File: config.mk
export PLATFORM = sky130hd
export DESIGN_NAME = sp_ram_initiator
export DESIGN_NICKNAME = d
export VERILOG_FILES = /design/src/rtl/sp_ram_initiator_pkg.sv /design/src/rtl/sp_ram_resp_fifo.sv /design/src/rtl/sp_ram_initiator.sv
export SDC_FILE = /design/constraint.sdc
export NUM_CORES = 1
export LEC_CHECK = 0
export BUFFER_PORTS_ARGS = -buffer_cell sky130_fd_sc_hd__buf_2
export CELL_PAD_IN_SITES_DETAIL_PLACEMENT = 0
export CELL_PAD_IN_SITES_GLOBAL_PLACEMENT = 1
export CORE_ASPECT_RATIO = 0.7
export CORE_MARGIN = 2
export CORE_UTILIZATION = 40
export CTS_CLUSTER_DIAMETER = 150
export DETAILED_ROUTE_END_ITERATION = 10
export PLACE_DENSITY = 0.81
export SYNTH_ARGS = -nofsm -noshare
export SYNTH_HDL_FRONTEND = slang
export SYNTH_SLANG_ARGS = --single-unit
File: constraint.sdc
create_clock -name Clk_CI -period 2.35 [get_ports Clk_CI]
set_input_delay 0.235 -clock Clk_CI [delete_from_list [all_inputs] [get_ports Clk_CI]]
set_output_delay 0.235 -clock Clk_CI [all_outputs]
set_load 0.05 [all_outputs]
File: src/rtl/sp_ram_initiator_pkg.sv
// Shared types and helpers for the single-port RAM initiator and its response FIFO.
package sp_ram_initiator_pkg;

    localparam int unsigned DATA_BYTES = 4;
    localparam int unsigned DATA_W     = 8 * DATA_BYTES;

    typedef struct packed {
        logic [DATA_W-1:0] data;
        logic              wr;
    } resp_t;

    typedef struct packed {
        logic vld;
        logic wr;
    } stage_t;

    function automatic int unsigned lat(input int unsigned out_regs);
        return 1 + out_regs;
    endfunction

endpackage

File: src/rtl/sp_ram_resp_fifo.sv
// Response FIFO of resp_t entries; any depth >= 2, same-cycle push and pop allowed.
module sp_ram_resp_fifo
    import sp_ram_initiator_pkg::*;
#(
    parameter int unsigned DEPTH = 4
) (
    input  logic  clk_i,
    input  logic  rst_i,
    input  logic  push_i,
    input  resp_t data_i,
    input  logic  pop_i,
    output resp_t data_o,
    output logic  empty_o,
    output logic  full_o
);

    localparam int unsigned PTR_W = (DEPTH > 1) ? $clog2(DEPTH) : 1;
    localparam int unsigned CNT_W = $clog2(DEPTH + 1);

    resp_t            mem_q [DEPTH];
    logic [PTR_W-1:0] wr_ptr_q, wr_ptr_d;
    logic [PTR_W-1:0] rd_ptr_q, rd_ptr_d;
    logic [CNT_W-1:0] cnt_q, cnt_d;
    logic             do_push;
    logic             do_pop;

    assign empty_o = (cnt_q == '0);
    assign full_o  = (cnt_q == CNT_W'(DEPTH));
    assign do_pop  = pop_i && !empty_o;
    assign do_push = push_i && !full_o;
    assign data_o  = mem_q[rd_ptr_q];

    // Pointers wrap explicitly so non-power-of-2 depths work.
    always_comb begin
        wr_ptr_d = wr_ptr_q;
        rd_ptr_d = rd_ptr_q;
        if (do_push) begin
            wr_ptr_d = (wr_ptr_q == PTR_W'(DEPTH - 1)) ? '0 : wr_ptr_q + PTR_W'(1);
        end
        if (do_pop) begin
            rd_ptr_d = (rd_ptr_q == PTR_W'(DEPTH - 1)) ? '0 : rd_ptr_q + PTR_W'(1);
        end
        cnt_d = cnt_q + CNT_W'(do_push) - CNT_W'(do_pop);
    end

    always_ff @(posedge clk_i) begin
        if (rst_i) begin
            wr_ptr_q <= '0;
            rd_ptr_q <= '0;
            cnt_q    <= '0;
        end else begin
            wr_ptr_q <= wr_ptr_d;
            rd_ptr_q <= rd_ptr_d;
            cnt_q    <= cnt_d;
        end
    end

    always_ff @(posedge clk_i) begin
        if (do_push) begin
            mem_q[wr_ptr_q] <= data_i;
        end
    end

endmodule

File: src/rtl/sp_ram_initiator.sv
// Drives a single-port byte-enable RAM from a request stream and returns credit-protected
// responses. Define SP_RAM_INITIATOR_WRESP_EN to give writes a response as well.
module sp_ram_initiator
    import sp_ram_initiator_pkg::*;
#(
    parameter int unsigned ADDR_WIDTH = 10,
    parameter int unsigned OUT_REGS   = 0,
    parameter int unsigned RESP_DEPTH = 4
) (
    input  logic                  Clk_CI,
    input  logic                  Rst_RI,
    input  logic                  Req_SI,
    output logic                  ReqRdy_SO,
    input  logic                  ReqWr_SI,
    input  logic [DATA_BYTES-1:0] ReqBEn_SI,
    input  logic [ADDR_WIDTH-1:0] ReqAddr_DI,
    input  logic [DATA_W-1:0]     ReqData_DI,
    output logic                  Resp_SO,
    input  logic                  RespRdy_SI,
    output logic [DATA_W-1:0]     RespData_DO,
    output logic                  RespWr_SO,
    output logic                  CSel_SO,
    output logic                  WrEn_SO,
    output logic [DATA_BYTES-1:0] BEn_SO,
    output logic [ADDR_WIDTH-1:0] Addr_DO,
    output logic [DATA_W-1:0]     WrData_DO,
    input  logic [DATA_W-1:0]     RdData_DI,
    output logic                  Idle_SO
);

    localparam int unsigned LAT   = lat(OUT_REGS);
    localparam int unsigned CNT_W = $clog2(RESP_DEPTH + 1);

    if (RESP_DEPTH < 2) begin : g_depth_chk
        $error("RESP_DEPTH must be at least 2");
    end

    logic [CNT_W-1:0] cnt_q, cnt_d;
    stage_t           pipe_q [LAT];
    stage_t           pipe_d [LAT];
    stage_t           stage_in;
    logic             accept;
    logic             resp_req;
    logic             pop;
    logic             pipe_busy;
    logic             push;
    resp_t            push_data;
    resp_t            fifo_head;
    logic             fifo_empty;
    logic             fifo_full;

    assign ReqRdy_SO = (cnt_q < CNT_W'(RESP_DEPTH)) && !Rst_RI;
    assign accept    = Req_SI && ReqRdy_SO;

    assign CSel_SO   = accept;
    assign WrEn_SO   = accept && ReqWr_SI;
    assign BEn_SO    = ReqWr_SI ? ReqBEn_SI : '0;
    assign Addr_DO   = ReqAddr_DI;
    assign WrData_DO = ReqData_DI;

`ifdef SP_RAM_INITIATOR_WRESP_EN
    assign resp_req = accept;
    assign stage_in = '{vld: accept, wr: ReqWr_SI};
`else
    // Writes are fire-and-forget: they never occupy the pipe or consume a credit.
    assign resp_req = accept && !ReqWr_SI;
    assign stage_in = '{vld: resp_req, wr: 1'b0};
`endif

    assign pop       = Resp_SO && RespRdy_SI;
    assign push      = pipe_q[LAT-1].vld;
    assign push_data = '{data: pipe_q[LAT-1].wr ? '0 : RdData_DI, wr: pipe_q[LAT-1].wr};

    // Latency pipe shift and credit counter update.
    always_comb begin
        pipe_d[0] = stage_in;
        for (int i = 1; i < int'(LAT); i++) begin
            pipe_d[i] = pipe_q[i-1];
        end
        cnt_d = cnt_q;
        case ({resp_req, pop})
            2'b10:   cnt_d = cnt_q + CNT_W'(1);
            2'b01:   cnt_d = cnt_q - CNT_W'(1);
            default: cnt_d = cnt_q;
        endcase
        pipe_busy = 1'b0;
        for (int i = 0; i < int'(LAT); i++) begin
            pipe_busy = pipe_busy | pipe_q[i].vld;
        end
    end

    always_ff @(posedge Clk_CI) begin
        if (Rst_RI) begin
            cnt_q <= '0;
            for (int i = 0; i < int'(LAT); i++) begin
                pipe_q[i] <= '0;
            end
        end else begin
            cnt_q <= cnt_d;
            for (int i = 0; i < int'(LAT); i++) begin
                pipe_q[i] <= pipe_d[i];
            end
        end
    end

    sp_ram_resp_fifo #(
        .DEPTH (RESP_DEPTH)
    ) u_resp_fifo (
        .clk_i   (Clk_CI),
        .rst_i   (Rst_RI),
        .push_i  (push),
        .data_i  (push_data),
        .pop_i   (pop),
        .data_o  (fifo_head),
        .empty_o (fifo_empty),
        .full_o  (fifo_full)
    );

    assign Resp_SO     = !fifo_empty;
    assign RespData_DO = fifo_empty ? '0 : fifo_head.data;
    assign RespWr_SO   = !fifo_empty && fifo_head.wr;
    assign Idle_SO     = (cnt_q == '0) && !pipe_busy;

    a_no_overflow: assert property (@(posedge Clk_CI) disable iff (Rst_RI)
        !(push && fifo_full))
        else $error("push into full response FIFO");

    a_resp_stable: assert property (@(posedge Clk_CI) disable iff (Rst_RI)
        (Resp_SO && !RespRdy_SI) |=> (Resp_SO && $stable(RespData_DO) && $stable(RespWr_SO)))
        else $error("response payload changed under backpressure");

endmodule

==> impl_metrics.tcl <==
set metrics [dict create \
    final.min_clock_period_ns 2.21 \
    syn_inst 327 \
    gp_congestion 0.656 \
    worstReg2RegStart "u_resp_fifo.cnt_q[0]$_SDFF_PP0_" \
    crit_type "flip-flop to output port" \
    hold_class "input port to flip-flop" \
    final_util 0.476 \
    yosys.area_share.simple 0.0723 \
    synth-seq-area-share 0.686 \
    end_kind "output port" \
    power.leakage_nw 2.47 \
    critPathLaunchType "flip-flop" \
    synth_area_leaders "edfxtp_1, mux4_2, buf_4, dfxtp_1, nor2b_1" \
    cts_buffers 17 \
    yosys.area.top_type_share 0.642 \
    dieArea_sq_um 16000 \
    reg2reg_depth 10 \
    ys_types 31 \
    cp_max_fo 12 \
    die_h_um 106 \
    regToRegSetupSlack_ns 0.21 \
    worst_ep_required_time_ns 2.12 \
    drt_wl_total_mm 10.2 \
    firstDrtPassIters 4 \
    cts_buffer_depth 2 \
    peakVddDrop_uv 697 \
    grt_first_pass_wirelength_mm 16.0 \
    routed_via_density 4.87 \
    placement.setup.worst_slack_ns 0.135 \
    layout.nets 478 \
    slew_viol_final 0 \
    worstPathArrival_ns 1.98 \
    hold_path_depth 1 \
    grt.total_usage 0.137 \
    ys_warn_count 0 \
    boundaryPins 167 \
    timing.fmax_mhz 452 \
    fin_skew_ns 0.00774 \
    num_vias 2895 \
    antenna_left 0 \
    fin_ws_ns 0.139 \
    synth_area_sq_um 5980 \
    synthMuxAreaShare 0.127 \
    initial_core_util 0.408 \
    r2r_end "u_resp_fifo.cnt_q[2]$_SDFF_PP0_" \
    synth-compound-area-share 0.00815 \
    ctsHtreeMaxLevel 4 \
    final_cell_mix "edfxtp_1, buf_2, mux4_2" \
    rsz0062_at_grt "no" \
    grt_max_degree 34 \
    synth_top_family_by_area "multiplexers" \
    final_common_cell "edfxtp_1" \
    synth_nets 420 \
    setup_viol 0 \
    die_w_um 150 \
    finalSetupTns_ns 0 \
    yosysTopAreaCell "edfxtp_1" \
    holdPathEnd "u_resp_fifo.mem_q[3][24]$_DFFE_PP_" \
    period_share 0.941 \
    maxCapViolations 0 \
    syn_avg_cell_area_sq_um 18.3 \
    finalHoldViolCount 0 \
    overflow 0 \
    dp_hpwl_mm 6.25 \
    status "finished clean" \
    fill_cells 1269 \
    hold_buffers 0 \
    ys_ff_latch 141 \
    synth_fa_ha_area_frac 0.0234 \
    synthXorXnorAreaFrac 0.00439 \
    core_area_sq_um 14700 \
    dr.first_iter.drc_count 148 \
    finalPower_mw 8.76 \
    num_rows 37 \
    grt_pass1_vias 3046 \
    cts.reportedPaths.clkPinSlew_ns 0.06 \
    cts_root_buf "clkbuf_16" \
    antenna_found_initial 1 \
    drive_above_1_share 0.435 \
    hold_path_startpoint "RdData_DI[23]" \
    syn2layout_area_growth_pct 16.7 \
    cts_sinks 141 \
    drc 0 \
    powerDensity_nw_per_um2 1250 \
    post_drt_wl_per_cell_um 17.1 \
    io_buffers 81 \
    insertion_delay_ns 0.40 \
    cts_tree "done" \
]
-- area by class of cell --
cell class,count,area [sq um],area share
well taps,195,244,0.0349
clock buffers,18,429,0.0615
flip-flops and latches,141,4110,0.588
repair buffers,93,583,0.0835
diodes,1,2.50,0.000358
multi-input cells,121,1440,0.207
inverters,11,41.3,0.00591
clock inverters,14,134,0.0192
-- cell families (layout without fill, tap and decap cells) --
logic type / count (synthesis) / after routing
XOR/XNOR: 3 / 3
multiplexers: 35 / 35
flip-flops: 141 / 141
AO/OA/AOI/OAI: 7 / 7
AND/OR/NAND/NOR: 65 / 65
buffers and inverters: 65 / 136
adder cells (fa/ha/maj): 10 / 10
other: 1 / 2
-- how the worst max path moves through the flow --
stage / startpoint / end / slack (ns) / cells after the start
floorplan: cnt_q[2]$_SDFFE_PP0P_ / cnt_q[2]$_SDFFE_PP0P_ / 0.05 / 9
CTS: u_resp_fifo.cnt_q[0]$_SDFF_PP0_ / u_resp_fifo.cnt_q[2]$_SDFF_PP0_ / 0.05 / 10
detailed placement: u_resp_fifo.cnt_q[0]$_SDFF_PP0_ / u_resp_fifo.cnt_q[2]$_SDFF_PP0_ / 0.13 / 10
global route: flip-flop / RespData_DO[31] / 0.03 / 4
global placement: u_resp_fifo.cnt_q[2]$_SDFF_PP0_ / u_resp_fifo.cnt_q[2]$_SDFF_PP0_ / 0.19 / 10
finish: flip-flop / RespData_DO[31] / 0.14 / 4
-- metrics by stage --
| step | hold slack, ns | area (sq um) | std cells |
|---|---|---|---|
| 6_report | 0.0423 | 6980 | 594 |
| 5_1_grt | 0.0308 | 6980 | 593 |
| 4_1_cts | 0.0277 | 6960 | 592 |
| 3_5_place_dp | 0.455 | 6390 | 560 |
| 3_3_place_gp | 0.446 | 6390 | 560 |
| 2_1_floorplan | 0.307 | 5990 | 327 |
-- critical path, stage by stage (launching register included) --
cell and delay, ns:
dfxtp_2 0.35, buf_4 0.27, mux4_1 0.59, nor2b_1 0.15
buf_2 0.21
-- timing repair --
item | 4_1_cts | 5_1_grt
endpoints found under the setup margin | 0 | 1
buffers inserted | 0 | 1
resized for setup | 0 | 2
-- metal layers --
metal | vias to the layer above | part of all wire | global-route usage
met5 | - | 0 | 0
li1 | 1312 | - | -
met4 | 0 | 0.010 | 0.0458
met1 | 1460 | 0.46 | 0.182
met3 | 14 | 0.064 | 0.0481
met2 | 109 | 0.47 | 0.210
-- registers in the layout, indices dropped and copies added (netlist names), named ones only --
name,cells
u_resp_fifo.mem_q,128
u_resp_fifo.wr_ptr_q,2
u_resp_fifo.cnt_q,3
u_resp_fifo.rd_ptr_q,2
pipe_q,1
cnt_q,3
-- where the power goes --
group	total, mW	internal [mW]	switching [mW]	leakage (nW)
Combinational	3.29	1.04	2.25	0.952
Clock	2.51	1.47	1.03	0.261
Sequential	2.96	2.87	0.0977	1.26
-- synthesized netlist by cell type (all sizes together) --
cell type / number
a21boi: 1
a21oi: 4
and2: 10
and3: 1
buf: 53
clkbuf: 1
conb: 1
dfxtp: 13
edfxtp: 128
fa: 2
ha: 8
inv: 11
mux2: 1
mux2i: 2
mux4: 32
nand2: 1
nand2b: 3
nor2: 10
nor2b: 34
nor3: 3
nor4: 1
o21ai: 1
o31ai: 1
or3: 2
xor2: 3
Note: power is estimated with default switching activity, not from simulation.
